===== src/rtl/register_fetch_stage_if.sv =====
`default_nettype none
// ============================================================================
// Module      : register_fetch_stage_if
// Description : Decode, write-back and issue bundle of the register fetch stage.
// Revision    : 1.0 - initial release
// ============================================================================
interface register_fetch_stage_if #(
    parameter int XLEN      = 32,
    parameter int UOP_WIDTH = 8
);
    logic                 flush_i;
    logic                 stall_i;

    logic                 decode_valid_i;
    logic                 decode_ready_o;
    logic [4:0]           decode_reg_src_A_i;
    logic [4:0]           decode_reg_src_B_i;
    logic [4:0]           decode_reg_dest_i;
    logic [XLEN-1:0]      decode_immediate_i;
    logic [UOP_WIDTH-1:0] decode_uop_i;

    logic                 writeback_write_i;
    logic [4:0]           writeback_reg_dest_i;
    logic [XLEN-1:0]      writeback_data_i;

    logic                 issue_valid_o;
    logic [4:0]           reg_src_A_o;
    logic [4:0]           reg_src_B_o;
    logic [XLEN-1:0]      operand_A_o;
    logic [XLEN-1:0]      operand_B_o;
    logic [4:0]           reg_dest_o;
    logic [XLEN-1:0]      immediate_o;
    logic [UOP_WIDTH-1:0] uop_o;

    modport master (
        output flush_i, stall_i,
        output decode_valid_i, decode_reg_src_A_i, decode_reg_src_B_i,
        output decode_reg_dest_i, decode_immediate_i, decode_uop_i,
        output writeback_write_i, writeback_reg_dest_i, writeback_data_i,
        input  decode_ready_o,
        input  issue_valid_o, reg_src_A_o, reg_src_B_o, operand_A_o, operand_B_o,
        input  reg_dest_o, immediate_o, uop_o
    );

    modport slave (
        input  flush_i, stall_i,
        input  decode_valid_i, decode_reg_src_A_i, decode_reg_src_B_i,
        input  decode_reg_dest_i, decode_immediate_i, decode_uop_i,
        input  writeback_write_i, writeback_reg_dest_i, writeback_data_i,
        output decode_ready_o,
        output issue_valid_o, reg_src_A_o, reg_src_B_o, operand_A_o, operand_B_o,
        output reg_dest_o, immediate_o, uop_o
    );
endinterface
`default_nettype wire


===== src/rtl/register_fetch_stage.sv =====
`default_nettype none
// ============================================================================
// Module      : register_fetch_stage
// Description : 32x XLEN register file plus decode/execute pipeline register.
// Revision    : 1.0 - initial release
// ============================================================================
module register_fetch_stage #(
    parameter int XLEN      = 32,
    parameter int UOP_WIDTH = 8
) (
    input  wire logic             clk_i,
    input  wire logic             rst_i,
    register_fetch_stage_if.slave bus
);

    // Entry 0 is never written, so it stays at its reset value of zero.
    logic [XLEN-1:0]      r_regs [0:31];

    logic                 r_valid;
    logic [4:0]           r_src_a;
    logic [4:0]           r_src_b;
    logic [XLEN-1:0]      r_op_a;
    logic [XLEN-1:0]      r_op_b;
    logic [4:0]           r_dest;
    logic [XLEN-1:0]      r_imm;
    logic [UOP_WIDTH-1:0] r_uop;

    logic                 w_wb_en;
    logic                 w_ready;
    logic                 w_accept;
    logic                 w_drain;
    logic [XLEN-1:0]      w_rd_a;
    logic [XLEN-1:0]      w_rd_b;

    assign w_wb_en  = bus.writeback_write_i && (bus.writeback_reg_dest_i != 5'd0);
    assign w_ready  = !rst_i && (!r_valid || !bus.stall_i);
    assign w_accept = bus.decode_valid_i && w_ready && !bus.flush_i;
    assign w_drain  = r_valid && !bus.stall_i;

    // Same-cycle write-back is forwarded so a read never sees stale data.
    always_comb begin
        w_rd_a = r_regs[bus.decode_reg_src_A_i];
        if (bus.decode_reg_src_A_i == 5'd0)
            w_rd_a = '0;
        else if (w_wb_en && (bus.writeback_reg_dest_i == bus.decode_reg_src_A_i))
            w_rd_a = bus.writeback_data_i;
    end

    always_comb begin
        w_rd_b = r_regs[bus.decode_reg_src_B_i];
        if (bus.decode_reg_src_B_i == 5'd0)
            w_rd_b = '0;
        else if (w_wb_en && (bus.writeback_reg_dest_i == bus.decode_reg_src_B_i))
            w_rd_b = bus.writeback_data_i;
    end

    always_ff @(posedge clk_i or posedge rst_i) begin
        if (rst_i) begin
            for (int i = 0; i < 32; i++)
                r_regs[i] <= '0;
        end else if (w_wb_en) begin
            r_regs[bus.writeback_reg_dest_i] <= bus.writeback_data_i;
        end
    end

    always_ff @(posedge clk_i or posedge rst_i) begin
        if (rst_i) begin
            r_valid <= 1'b0;
            r_src_a <= '0;
            r_src_b <= '0;
            r_op_a  <= '0;
            r_op_b  <= '0;
            r_dest  <= '0;
            r_imm   <= '0;
            r_uop   <= '0;
        end else if (bus.flush_i) begin
            r_valid <= 1'b0;
        end else if (w_accept) begin
            r_valid <= 1'b1;
            r_src_a <= bus.decode_reg_src_A_i;
            r_src_b <= bus.decode_reg_src_B_i;
            r_op_a  <= w_rd_a;
            r_op_b  <= w_rd_b;
            r_dest  <= bus.decode_reg_dest_i;
            r_imm   <= bus.decode_immediate_i;
            r_uop   <= bus.decode_uop_i;
        end else if (w_drain) begin
            r_valid <= 1'b0;
        end else if (r_valid) begin
            // Stalled: keep captured operands coherent with the register file.
            if (w_wb_en && (bus.writeback_reg_dest_i == r_src_a))
                r_op_a <= bus.writeback_data_i;
            if (w_wb_en && (bus.writeback_reg_dest_i == r_src_b))
                r_op_b <= bus.writeback_data_i;
        end
    end

    assign bus.decode_ready_o = w_ready;
    assign bus.issue_valid_o  = r_valid;
    assign bus.reg_src_A_o    = r_src_a;
    assign bus.reg_src_B_o    = r_src_b;
    assign bus.operand_A_o    = r_op_a;
    assign bus.operand_B_o    = r_op_b;
    assign bus.reg_dest_o     = r_dest;
    assign bus.immediate_o    = r_imm;
    assign bus.uop_o          = r_uop;

endmodule
`default_nettype wire


===== src/flat_wrapper.sv =====
// flat-port wrapper written by rule: the top's interface ports become plain ports
module register_fetch_stage_flat 
#(
    parameter int XLEN      = 32,
    parameter int UOP_WIDTH = 8
)
  (clk_i, rst_i, bus_flush_i, bus_stall_i, bus_decode_valid_i, bus_decode_reg_src_A_i, bus_decode_reg_src_B_i, bus_decode_reg_dest_i, bus_decode_immediate_i, bus_decode_uop_i, bus_writeback_write_i, bus_writeback_reg_dest_i, bus_writeback_data_i, bus_decode_ready_o, bus_issue_valid_o, bus_reg_src_A_o, bus_reg_src_B_o, bus_operand_A_o, bus_operand_B_o, bus_reg_dest_o, bus_immediate_o, bus_uop_o);
  register_fetch_stage_if #(.XLEN(XLEN), .UOP_WIDTH(UOP_WIDTH)) bus_i ();
  input  wire logic clk_i;
  input  wire logic rst_i;
  input wire logic [$bits(bus_i.flush_i)-1:0] bus_flush_i;
  input wire logic [$bits(bus_i.stall_i)-1:0] bus_stall_i;
  input wire logic [$bits(bus_i.decode_valid_i)-1:0] bus_decode_valid_i;
  input wire logic [$bits(bus_i.decode_reg_src_A_i)-1:0] bus_decode_reg_src_A_i;
  input wire logic [$bits(bus_i.decode_reg_src_B_i)-1:0] bus_decode_reg_src_B_i;
  input wire logic [$bits(bus_i.decode_reg_dest_i)-1:0] bus_decode_reg_dest_i;
  input wire logic [$bits(bus_i.decode_immediate_i)-1:0] bus_decode_immediate_i;
  input wire logic [$bits(bus_i.decode_uop_i)-1:0] bus_decode_uop_i;
  input wire logic [$bits(bus_i.writeback_write_i)-1:0] bus_writeback_write_i;
  input wire logic [$bits(bus_i.writeback_reg_dest_i)-1:0] bus_writeback_reg_dest_i;
  input wire logic [$bits(bus_i.writeback_data_i)-1:0] bus_writeback_data_i;
  output wire logic [$bits(bus_i.decode_ready_o)-1:0] bus_decode_ready_o;
  output wire logic [$bits(bus_i.issue_valid_o)-1:0] bus_issue_valid_o;
  output wire logic [$bits(bus_i.reg_src_A_o)-1:0] bus_reg_src_A_o;
  output wire logic [$bits(bus_i.reg_src_B_o)-1:0] bus_reg_src_B_o;
  output wire logic [$bits(bus_i.operand_A_o)-1:0] bus_operand_A_o;
  output wire logic [$bits(bus_i.operand_B_o)-1:0] bus_operand_B_o;
  output wire logic [$bits(bus_i.reg_dest_o)-1:0] bus_reg_dest_o;
  output wire logic [$bits(bus_i.immediate_o)-1:0] bus_immediate_o;
  output wire logic [$bits(bus_i.uop_o)-1:0] bus_uop_o;
  assign bus_i.flush_i = bus_flush_i;
  assign bus_i.stall_i = bus_stall_i;
  assign bus_i.decode_valid_i = bus_decode_valid_i;
  assign bus_i.decode_reg_src_A_i = bus_decode_reg_src_A_i;
  assign bus_i.decode_reg_src_B_i = bus_decode_reg_src_B_i;
  assign bus_i.decode_reg_dest_i = bus_decode_reg_dest_i;
  assign bus_i.decode_immediate_i = bus_decode_immediate_i;
  assign bus_i.decode_uop_i = bus_decode_uop_i;
  assign bus_i.writeback_write_i = bus_writeback_write_i;
  assign bus_i.writeback_reg_dest_i = bus_writeback_reg_dest_i;
  assign bus_i.writeback_data_i = bus_writeback_data_i;
  assign bus_decode_ready_o = bus_i.decode_ready_o;
  assign bus_issue_valid_o = bus_i.issue_valid_o;
  assign bus_reg_src_A_o = bus_i.reg_src_A_o;
  assign bus_reg_src_B_o = bus_i.reg_src_B_o;
  assign bus_operand_A_o = bus_i.operand_A_o;
  assign bus_operand_B_o = bus_i.operand_B_o;
  assign bus_reg_dest_o = bus_i.reg_dest_o;
  assign bus_immediate_o = bus_i.immediate_o;
  assign bus_uop_o = bus_i.uop_o;
  register_fetch_stage #(.XLEN(XLEN), .UOP_WIDTH(UOP_WIDTH)) u_core (.clk_i(clk_i), .rst_i(rst_i), .bus(bus_i));
endmodule

===== config.mk =====
export PLATFORM = sky130hd
export DESIGN_NAME = register_fetch_stage_flat
export DESIGN_NICKNAME = d
export VERILOG_FILES = /design/src/rtl/register_fetch_stage_if.sv /design/src/rtl/register_fetch_stage.sv /design/src/flat_wrapper.sv
export SDC_FILE = /design/constraint.sdc
export NUM_CORES = 2
export LEC_CHECK = 0
export CAP_MARGIN = 10
export CORE_MARGIN = 2
export CORE_UTILIZATION = 30
export CTS_CLUSTER_DIAMETER = 50
export DETAILED_ROUTE_END_ITERATION = 7
export GPL_TIMING_DRIVEN = 1
export PLACE_DENSITY = 0.51
export SYNTH_ARGS = -nofsm -noshare
export SYNTH_HDL_FRONTEND = slang
export SYNTH_SLANG_ARGS = --single-unit

===== constraint.sdc =====
create_clock -name clk_i -period 117.3 [get_ports clk_i]
set_input_delay 17.595 -clock clk_i [delete_from_list [all_inputs] [get_ports clk_i]]
set_output_delay 17.595 -clock clk_i [all_outputs]
set_load 0.05 [all_outputs]

==> flow_summary.toml <==
[power]
irDropWorstVdd_uv = 17.64
power.net_switching_mw = 0.3785
p_int_mw = 0.8920
pwr-share-seq = 0.416
powerDensity_nw_per_um2 = 18.18
p_leak_nw = 30.18
clock_power_share = 0.378
p_sw_frac = 0.2979
p_comb_frac = 0.206

[floorplan]
ios = 219
core_sq_um = 199700
num_rows = 164
die_area_sq_um = 204300
start_util = 0.3015
dieWidth_um = 452.0
fp.dieH_um = 452.0

[cells_and_area]
fin_cells = 7344
fin_nets = 4667
area_growth_pct = 16.11
drive_above_1_share = 0.3757
design_area_sq_um = 69910

[timing]
finalCritPeriodShare = 0.3149
period_needed_ns = 36.94
grt_setup_unrepaired = "false"
whs_ns = 0.3959
drv_slew = 0
tns_ns = 0
slew_headroom = 0.1581
finalClockSkew_ns = 0.03253
hold_viol_final = 0
setup_viol = 0
fin_ws_ns = 80.36
worst_pin_slew_ns = 1.262
fmaxAchievable_mhz = 27.07

[job]
maxCapViolCount = 0

[hold_path]
hold_path_startpoint = "u_core.r_regs[1019]"
min_to = "u_core.r_regs[1019]"
hold_depth = 0
hold_class = "reg -> reg"

[clock_tree]
cts.sink_count = 1144
clk_transition_reported_paths_ns = 0.05
ctsResizeCount = 0
cts_tree = "yes"
hold_buffers = 0
postCtsSetupBuffers = 0
cts_buffers = 147
cts_max_level = 4
clock_latency_ns = 0.81
clk_path_buf_depth = 3
clockRootBuffer = "clkbuf_16"

[yosys]
syn-cell-area_sq_um = 60210
ys_async_sr_fraction = 1.000
yosysSeqAreaShare = 0.4755
synth-compound-area-share = 0.07405
synth-edff-count = 0
yosys_most_used_dff = "dfrtp_1"
yosys.area_share.simple = 0.04069
synth_top_family_by_area = "multiplexers"
synth_seq_cells = 1144
synthAdderAreaFrac = 0
synthTopCellsByCount = "dfrtp_1 (1144), mux2_2 (995), mux2i_1 (443)"
yosys.area.top_type = "dfrtp_1"
syn_area_per_cell_sq_um = 13.22
syn-instance-count = 4555
synth_cell_types = 78
synth_xor_area_frac = 0.002910
synth.most_common_cell = "dfrtp_1"
synth_mux_area_frac = 0.3664
yosys_warnings = 0
synth_top_area_frac = 0.4755
synth_area_leaders = "dfrtp_1 (48%), mux2_2 (19%), mux4_2 (11%), mux2i_1 (7.4%), clkbuf_1 (1.5%)"
synth.net_count = 4653

[outcome]
outcome = "complete, no violations"

[worst_setup_path]
critPathLaunchType = "primary input"
crit_start = "rst_i"
r2r_end = "u_core.bus.operand_B_o[9]"
worst_r2r_startpoint = "u_core.bus.issue_valid_o"
crit_path_end_kind = "output port"
r2r_cells = 8
cp_cell_sequence = "clkdlybuf4s50_1 > a21oi_1 > clkdlybuf4s50_1"
path_common_cell = "clkdlybuf4s50_1"
cp.arrival_ns = 19.35
path_class = "in -> out"
worstPathRequired_ns = 99.71
cp_max_fo = 3
slowest_delay_ns = 0.88
rrSetupSlack_ns = 113.81
crit_slowest_cell = "clkdlybuf4s50_1"

[grt]
grt_util_met2 = 0.3635
grt_pass1_wl_um = 324600
grt_pass1_vias = 42450
met3_usage = 0.03336
grtUsageMet1 = 0.2868
gr-total-overflow = 0
track_usage = 0.2194
grt-busiest-layer = "met2"
antenna_found_initial = 7
grt_max_degree = 157

[place]
port_buffers = 218
hpwl_um = 128600
gp_congestion = 0.7962
dp_slack_ns = 80.37
postPlaceCellArea_sq_um = 64620
post-place-cells = 7070

[routing]
drt-initial-drc-count = 3537
ant_nets = 0
firstDrtPassIters = 5
drc = 0
drt-vias-per-instance = 5.665
wirelength_um = 226800
routedWlPerCell_um = 30.89
dr_total_vias = 41600
## area by class of cell
class	count	area, sq um
flip-flops and latches	1144	28630
well taps	2656	3323
inverters	4	22.52
multi-input cells	2914	29400
clock inverters	68	991.0
repair buffers	358	3400
diodes	3	7.507
fillers	19350	129800
clock buffers	197	4130
## layer usage
| metal | vias to the layer above | wire length, um | share of wire |
|---|---|---|---|
| met5 | - | 0 | 0 |
| met4 | 0 | 9454 | 0.042 |
| met3 | 387 | 11650 | 0.051 |
| met2 | 1382 | 109500 | 0.48 |
| met1 | 22580 | 96240 | 0.42 |
| li1 | 17250 | - | - |
## worst max-delay path by stage
stage	endpoint	slack, ns	cells past startpoint
floorplan	u_core.bus.immediate_o[0]	67.49	1
global route	bus_decode_ready_o	80.34	3
finish	bus_decode_ready_o	80.36	3
global placement	bus_decode_ready_o	80.29	3
CTS	bus_decode_ready_o	80.36	3
detailed placement	bus_decode_ready_o	80.37	3
## logic make-up after synthesis
family          count (synthesis)
mux                          1724
buf+inv                       497
xor+xnor                       20
simple gates                  558
flops                        1144
compound gates                612
## power groups by stage
stage	logic, mW	registers, mW	clock network [mW]
final	0.261	0.528	0.481
after CTS	0.262	0.527	0.489
after global placement	0.257	0.530	0
after detailed placement	0.261	0.533	0
after floorplan	0.166	0.543	0
after global routing	0.278	0.538	0.507
## flip-flops by register name (all words and copies together), names as in the netlist
name and count:
u_core.r_regs 1024, u_core.bus.immediate_o 32, u_core.bus.operand_A_o 32, u_core.bus.operand_B_o 32, u_core.bus.uop_o 8, u_core.bus.reg_dest_o 5, u_core.bus.reg_src_A_o 5, u_core.bus.reg_src_B_o 5
u_core.bus.issue_valid_o 1
## worst max-delay path, delay by kind of cell
kind / cells / cell delay [ns]
compound gates: 1 / 0.36
buf+inv: 2 / 1.39
## stage by stage
step                utilization  power, mW
detailed placement       0.3237     0.7942
global route             0.3501      1.323
global placement         0.3237     0.7867
finish                   0.3501      1.271
floorplan                     -     0.7090
CTS                      0.3493      1.278
## cell usage in the layout, fill, tap and decap left out, types with 8 or more instances in the layout
cell type / netlist / routed
o221ai_1: 33 / 33
a211oi_1: 47 / 47
dfrtp_1: 1144 / 1144
a221oi_1: 19 / 19
nand3b_1: 9 / 9
nor2_4: 1 / 16
clkinv_2: 0 / 15
o211ai_1: 15 / 15
a22o_1: 45 / 45
nand2_1: 237 / 220
a211oi_2: 8 / 8
inv_6: 0 / 8
clkdlybuf4s50_1: 0 / 210
clkbuf_8: 0 / 20
clkbuf_16: 0 / 150
mux2i_1: 443 / 443
clkbuf_1: 244 / 27
o22ai_1: 107 / 107
buf_4: 47 / 133
a211o_1: 8 / 8
o21ai_0: 53 / 53
nor4_1: 10 / 10
mux2_2: 995 / 995
nor2_1: 207 / 192
o22a_1: 13 / 13
nand3_1: 13 / 12
nand2_2: 0 / 10
a221oi_2: 14 / 14
clkinvlp_4: 0 / 8
xnor2_1: 14 / 14
bufinv_16: 0 / 19
mux4_2: 284 / 284
nor3_1: 17 / 17
nand4_1: 21 / 21
a2111oi_0: 23 / 23
clkinv_4: 0 / 8
o31ai_1: 18 / 17
a21oi_1: 90 / 90
a22oi_1: 70 / 70
o21ai_1: 11 / 11
No activity file was read; power rests on OpenSTA's default activity.
